**src/rtl/tone_pkg.sv**
```systemverilog
`default_nettype none
// ============================================================================
// Module      : tone_pkg
// Description : Note codes, half-period interval table and config record
//               shared by the tone bank.
// Revision    : 1.0 - initial release
// ============================================================================
package tone_pkg;

    localparam int NOTE_W     = 4;
    localparam int INTERVAL_W = 16;

    localparam logic [NOTE_W-1:0] NOTE_REST = 4'd0;
    localparam logic [NOTE_W-1:0] NOTE_C4   = 4'd1;
    localparam logic [NOTE_W-1:0] NOTE_D4   = 4'd2;
    localparam logic [NOTE_W-1:0] NOTE_E4   = 4'd3;
    localparam logic [NOTE_W-1:0] NOTE_F4   = 4'd4;
    localparam logic [NOTE_W-1:0] NOTE_G4   = 4'd5;
    localparam logic [NOTE_W-1:0] NOTE_A4   = 4'd6;
    localparam logic [NOTE_W-1:0] NOTE_B4   = 4'd7;
    localparam logic [NOTE_W-1:0] NOTE_C5   = 4'd8;
    localparam logic [NOTE_W-1:0] NOTE_D5   = 4'd9;
    localparam logic [NOTE_W-1:0] NOTE_E5   = 4'd10;
    localparam logic [NOTE_W-1:0] NOTE_F5   = 4'd11;
    localparam logic [NOTE_W-1:0] NOTE_G5   = 4'd12;
    localparam logic [NOTE_W-1:0] NOTE_A5   = 4'd13;
    localparam logic [NOTE_W-1:0] NOTE_B5   = 4'd14;
    localparam logic [NOTE_W-1:0] NOTE_C6   = 4'd15;

    typedef struct packed {
        logic [INTERVAL_W-1:0] interval;
        logic [7:0]            duty;
    } tone_cfg_t;

    // Half-period in clk cycles at 12 MHz; rest yields a zero period.
    function automatic logic [INTERVAL_W-1:0] note_interval(input logic [NOTE_W-1:0] code);
        logic [INTERVAL_W-1:0] v;
        case (code)
            NOTE_C4: v = 16'd22940;
            NOTE_D4: v = 16'd20434;
            NOTE_E4: v = 16'd18204;
            NOTE_F4: v = 16'd17190;
            NOTE_G4: v = 16'd15306;
            NOTE_A4: v = 16'd13636;
            NOTE_B4: v = 16'd12148;
            NOTE_C5: v = 16'd11471;
            NOTE_D5: v = 16'd10217;
            NOTE_E5: v = 16'd9102;
            NOTE_F5: v = 16'd8595;
            NOTE_G5: v = 16'd7653;
            NOTE_A5: v = 16'd6818;
            NOTE_B5: v = 16'd6074;
            NOTE_C6: v = 16'd5736;
            default: v = 16'd0;
        endcase
        return v;
    endfunction

endpackage
`default_nettype wire

```
**src/rtl/tone_channel.sv**
```systemverilog
`default_nettype none
// ============================================================================
// Module      : tone_channel
// Description : One PWM tone voice with shadowed config applied at wrap.
// Revision    : 1.0 - initial release
// ============================================================================
module tone_channel #(
    parameter int CNT_W  = 16,
    parameter int DUTY_W = 8
) (
    input  logic              clk,
    input  logic              rst_n,
    input  logic              i_enable,
    input  logic              i_wr,
    input  logic [CNT_W-1:0]  i_interval,
    input  logic [DUTY_W-1:0] i_duty,
    output logic              o_pend,
    output logic              o_pwm,
    output logic              o_tick
);

    localparam int PROD_W = CNT_W + 1 + DUTY_W;
    localparam logic [CNT_W:0] ONE = (CNT_W+1)'(1);

    logic [CNT_W-1:0]  r_sh_int;
    logic [DUTY_W-1:0] r_sh_duty;
    logic              r_pend;
    logic [CNT_W:0]    r_period;
    logic [CNT_W:0]    r_high;
    logic [CNT_W:0]    r_phase;
    logic              r_tick;
    logic              r_pwm;

    logic [CNT_W:0]    w_new_period;
    logic [PROD_W-1:0] w_prod;
    logic [CNT_W:0]    w_new_high;
    logic              w_active;
    logic              w_wrap;
    logic              w_apply;

    // Full-width product so the duty fraction is never truncated early.
    assign w_new_period = {r_sh_int, 1'b0};
    assign w_prod       = PROD_W'(w_new_period) * PROD_W'(r_sh_duty);
    assign w_new_high   = w_prod[PROD_W-1:DUTY_W];

    assign w_active = (r_period != '0);
    assign w_wrap   = w_active && (r_phase == (r_period - ONE));
    assign w_apply  = r_pend && i_enable && (!w_active || w_wrap);

    always_ff @(posedge clk or negedge rst_n) begin
        if (!rst_n) begin
            r_sh_int  <= '0;
            r_sh_duty <= {1'b1, {(DUTY_W-1){1'b0}}};
            r_pend    <= 1'b0;
            r_period  <= '0;
            r_high    <= '0;
            r_phase   <= '0;
            r_tick    <= 1'b0;
            r_pwm     <= 1'b0;
        end else begin
            // A write coinciding with apply lands in the shadow and stays pending.
            if (i_wr) begin
                r_sh_int  <= i_interval;
                r_sh_duty <= i_duty;
                r_pend    <= 1'b1;
            end else if (w_apply) begin
                r_pend <= 1'b0;
            end

            if (i_enable) begin
                if (w_apply) begin
                    r_period <= w_new_period;
                    r_high   <= w_new_high;
                    r_phase  <= '0;
                end else if (w_wrap) begin
                    r_phase <= '0;
                end else if (w_active) begin
                    r_phase <= r_phase + ONE;
                end
            end

            r_tick <= i_enable && w_wrap;
            r_pwm  <= i_enable && w_active && (r_phase < r_high);
        end
    end

    assign o_pend = r_pend;
    assign o_pwm  = r_pwm;
    assign o_tick = r_tick;

endmodule
`default_nettype wire

```
**src/rtl/tone_bank_pwm.sv**
```systemverilog
`default_nettype none
// ============================================================================
// Module      : tone_bank_pwm
// Description : NUM_CH-voice PWM tone bank with config handshake and mix count.
// Revision    : 1.0 - initial release
// ============================================================================
module tone_bank_pwm
    import tone_pkg::*;
#(
    parameter int NUM_CH    = 4,
    parameter int CNT_W     = 16,
    parameter int DUTY_W    = 8,
    parameter int OVERWRITE = 1,
    localparam int CH_W     = (NUM_CH > 1) ? $clog2(NUM_CH) : 1,
    localparam int MIX_W    = $clog2(NUM_CH + 1)
) (
    input  logic              clk,
    input  logic              rst_n,
    input  logic              enable,
    input  logic              cfg_valid,
    output logic              cfg_ready,
    input  logic [CH_W-1:0]   cfg_chan,
    input  logic [3:0]        cfg_note,
    input  logic [DUTY_W-1:0] cfg_duty,
    output logic [NUM_CH-1:0] pwm_out,
    output logic [NUM_CH-1:0] period_tick,
    output logic [MIX_W-1:0]  mix_out
);

    logic              r_run;
    logic [MIX_W-1:0]  r_mix;

    logic [NUM_CH-1:0] w_pend;
    logic [NUM_CH-1:0] w_pwm;
    logic [NUM_CH-1:0] w_tick;
    logic              w_sel_pend;
    logic              w_accept;
    logic [CNT_W-1:0]  w_interval;
    logic [MIX_W-1:0]  w_pop;

    assign w_interval = CNT_W'(note_interval(cfg_note));

    // Out-of-range channel numbers match no slot, so they are accepted and dropped.
    always_comb begin
        w_sel_pend = 1'b0;
        for (int i = 0; i < NUM_CH; i++) begin
            if (32'(cfg_chan) == i) w_sel_pend = w_pend[i];
        end
    end

    assign cfg_ready = r_run && ((OVERWRITE != 0) || !w_sel_pend);
    assign w_accept  = cfg_valid && cfg_ready;

    generate
        for (genvar g = 0; g < NUM_CH; g++) begin : g_ch
            tone_channel #(
                .CNT_W  (CNT_W),
                .DUTY_W (DUTY_W)
            ) u_ch (
                .clk        (clk),
                .rst_n      (rst_n),
                .i_enable   (enable),
                .i_wr       (w_accept && (32'(cfg_chan) == g)),
                .i_interval (w_interval),
                .i_duty     (cfg_duty),
                .o_pend     (w_pend[g]),
                .o_pwm      (w_pwm[g]),
                .o_tick     (w_tick[g])
            );
        end
    endgenerate

    always_comb begin
        w_pop = '0;
        for (int i = 0; i < NUM_CH; i++) begin
            w_pop = w_pop + MIX_W'(w_pwm[i]);
        end
    end

    always_ff @(posedge clk or negedge rst_n) begin
        if (!rst_n) begin
            r_run <= 1'b0;
            r_mix <= '0;
        end else begin
            r_run <= 1'b1;
            r_mix <= enable ? w_pop : '0;
        end
    end

    assign pwm_out     = w_pwm;
    assign period_tick = w_tick;
    assign mix_out     = r_mix;

endmodule
`default_nettype wire

```
**config.mk**
```make
export PLATFORM = sky130hd
export DESIGN_NAME = tone_bank_pwm
export DESIGN_NICKNAME = d
export VERILOG_FILES = /design/src/rtl/tone_pkg.sv /design/src/rtl/tone_channel.sv /design/src/rtl/tone_bank_pwm.sv
export SDC_FILE = /design/constraint.sdc
export NUM_CORES = 2
export LEC_CHECK = 0
export ABC_AREA = 1
export CORE_MARGIN = 4
export CORE_UTILIZATION = 65
export DETAILED_ROUTE_END_ITERATION = 8
export PLACE_DENSITY = 0.9
export SETUP_SLACK_MARGIN = 0.5
export SLEW_MARGIN = 20
export SYNTH_ARGS = -nofsm -noshare
export SYNTH_HDL_FRONTEND = slang
export SYNTH_SLANG_ARGS = --single-unit
```
**constraint.sdc**
```tcl
create_clock -name clk -period 5.19 [get_ports clk]
set_input_delay 0.7785 -clock clk [delete_from_list [all_inputs] [get_ports clk]]
set_output_delay 0.7785 -clock clk [all_outputs]
set_load 0.02 [all_outputs]
```
==> impl_metrics.csv <==
group,metric,value,unit
clocking,clkTransAtPathRegs,0.06,ns
timing,hold_viol_final,0,
power_and_ir_drop,ir_drop,371,uV
placement,dp_slack,0.404,ns
synth,synth.area.top_cells,"dfrtp_1, fa_1, nand2_1",
global_route,grt_pass1_vias,30300,
worst_setup_path,cp.arrival,5.03,ns
synth,synth_edf_count,0,
synth,synthTopCellsByCount,"nand2_1, inv_1, fa_1, dfrtp_1, nand3_1",
worst_hold_path,worstHoldPathType,"input pin to asynchronous set/reset pin",
routing,routedWlPerCell,15.4,microns
worst_setup_path,cp_slowest_stage_delay,0.53,ns
timing,tns,0,ns
worst_setup_path,path_max_fanout,12,
synth,yosysTopAreaCell,"dfrtp_1",
worst_setup_path,start_kind,"flop",
synth,yosysSeqAreaShare,21.7,%
worst_setup_path,timing.critical_path.cells,"buf_4 -> nand2_1 -> inv_1 -> fa_1 -> fa_1 -> fa_1 -> inv_1 -> fa_1 -> inv_1 -> ha_1 -> nand2_1 -> nor2_1 -> inv_1 -> nor3_1 -> nand2_1 -> nand2_1 -> nand2_1 -> nand2_1 -> xor2_1 -> nand3_1 -> nand2_1",
placement,hpwlAfterDp,65.9,mm
clocking,cts.sinks,304,
synth,synthCells,5048,
timing,min_period,4.53,ns
worst_setup_path,slowest_stage,"fa_1",
synth,ys.warnings.count,0,
die,die_height,240,microns
synth,synth_area,35000,sq um
timing,finClkSkew,0.0247,ns
global_route,gr-total-overflow,0,
final_layout,drive_gt1_share,4.99,%
synth,yosysUniqueCellTypes,50,
worst_setup_path,cp_common_cell,"nand2_1",
placement,placed_cell_area,35500,sq um
global_route,grt.total_usage,30.4,%
clocking,clockRootBuffer,"clkbuf_16",
worst_setup_path,worst_setup_path_end_kind,"flop",
clocking,clk_path_buf_depth,3,
power_and_ir_drop,leakage,0.0228,uW
clocking,clock_latency,0.57,ns
worst_setup_path,critical_path_class,"flop to flop",
global_route,grt_pass1_wl,144,mm
global_route,grt_antenna_before_repair,2,
timing,maxSlewHeadroom,30.3,%
clocking,htree_levels,2,
final_layout,final_cells,5681,
die,pin_count,30,
die,start_util,66.1,%
routing,dr.pass1.iters,8,
placement,placedCellCount,5584,
timing,rsz0062_at_grt,"yes",
synth,synth.most_common_cell,"nand2_1",
synth,synth_ff_type,"dfrtp_1",
die,rows,84,
routing,remaining_drc_errors,0,
routing,viasPerCell,5.48,
synth,synth_nets,5632,
routing,ant_nets,0,
die,die_w,240,microns
final_layout,fin_nets,5549,
synth,yosysTopAreaCellShare,21.4,%
job,cap_violations,0,
placement,portBuffers,29,
die,dieArea,57700,sq um
timing,setup_slack,0.656,ns
timing,setup_viol,0,
global_route,grt_max_degree,122,
timing,finalMaxSlewViolations,0,
synth,async_flop_share,100,%
clocking,hold_buffers,0,
final_layout,area_growth,6.37,%
synth,syn-mean-instance-area,6.94,sq um
outcome,status,"finished, final reports clean",
timing,fmax,221,MHz
routing,num_vias,31100,
die,core,53000,sq um
routing,drt-total-wl,87.5,mm
final_layout,finish.instance_area,37300,sq um
placement,routabilityCongestion,0.975,
synth,synth-seq-cells,304,
clocking,cts_tree,"built",
power_and_ir_drop,p_per_area,482,nW/um^2
worst_setup_path,required,5.69,ns
timing,fin_crit_sh,87.4,%
clocking,cts_made_buffers,37,
final_layout,n_antenna_cell,0,
timing,worst_pin_slew,1.04,ns
routing,drt_iter0_markers,2951,
## metrics by stage
stage | total power [uW] | hold WS (ns) | util [%]
5_1_grt | 19700 | 0.274 | 70.3
4_1_cts | 17500 | 0.264 | 69.4
6_report | 17900 | 0.211 | 70.3
3_5_place_dp | 14700 | 0.461 | 67.0
3_3_place_gp | 14300 | 0.455 | 67.0
2_1_floorplan | 12000 | 0.442 | -
## sequential cells by signal, indices dropped and copies added, names as in the netlist
register,count
g_ch.u_ch.r_high,68
g_ch.u_ch.r_phase,68
g_ch.u_ch.r_period,60
g_ch.u_ch.r_sh_int,60
g_ch.u_ch.r_sh_duty,32
g_ch.u_ch.o_pend,4
g_ch.u_ch.o_pwm,4
g_ch.u_ch.o_tick,4
mix_out,3
cfg_ready,1
## critical path: cells and delay by family (launching register included)
kind                       cells  cell delay [ns]
adders and majority gates      5             2.37
DFF                            1             0.49
xor gates and xnor gates       1             0.17
and+or+nand+nor               10             1.06
buffers and inverters          5             0.39
## kinds of logic (layout without fill, tap and decap cells)
group           Yosys count  count (layout)  share of synthesized area, %
compound gates          397             397                          6.42
other cells               1               1                        0.0107
buf+inv                1402            1347                          15.3
xor+xnor                123             123                          3.12
flops                   304             304                          21.7
simple gates           2255            2255                          26.5
fa+ha+maj               566             566                          26.8
## layout by cell type (no fill, tap or decap), types with 12 or more instances in the layout
cell	count
nand3b_1	41
inv_1	1192
a21o_1	14
ha_1	250
o22ai_1	12
nor3_1	35
dfrtp_1	237
nand3_1	296
nand2_2	12
fa_1	309
xnor2_1	40
clkdlybuf4s50_1	28
nand2_1	1516
nand4_1	36
o21bai_1	12
o21ai_0	160
buf_4	39
xor2_1	82
a21oi_1	115
o21ai_1	18
clkbuf_16	37
dfrtp_2	61
nor2_1	271
## final timing paths
path	start	to	slack, ns	cells past startpoint
worst max-delay path	g_ch[2].u_ch.r_sh_duty[2]	g_ch[2].u_ch.r_high[12]	0.66	21
worst min-delay path	rst_n	g_ch[3].u_ch.r_phase[5]	0.21	1
worst max register to register	g_ch[2].u_ch.r_sh_duty[2]	g_ch[2].u_ch.r_high[12]	0.66	21
worst min register to register	g_ch[2].u_ch.r_high[12]	g_ch[2].u_ch.r_high[12]	0.47	2
max in group asynchronous	rst_n	g_ch[1].u_ch.r_sh_duty[3]	3.76	2
min in group clk	g_ch[2].u_ch.r_high[12]	g_ch[2].u_ch.r_high[12]	0.47	2
## power by group
part           internal [uW]  total [uW]  switching, uW
clock network           1670        2790           1120
registers               2940        3930            984
logic                   4080       11200           7150
## cell type report
cell class,count,area [sq um]
Clock buffer,45,986
Clock inverter,22,292
Fill cell,4172,15700
Inverter,1206,4530
Multi-Input combinational cell,3342,22200
Sequential cell,304,7710
Tap cell,688,861
Timing Repair Buffer,74,668
## layer usage
metal	up-vias	routed length, microns	track usage, %
met5	-	13	0
met4	2	3150	11.4
met3	252	6990	4.87
met2	1256	43000	51.9
met1	14700	34400	39.2
li1	14900	-	-
## repair_timing
| action | in CTS | in global routing |
|---|---|---|
| endpoints found under the setup margin | 13 | 50 |
| gates resized for setup | 12 | 109 |
| setup buffers | 0 | 30 |
| pin swaps | 0 | 2 |
Power figures use the tool's default switching activity.
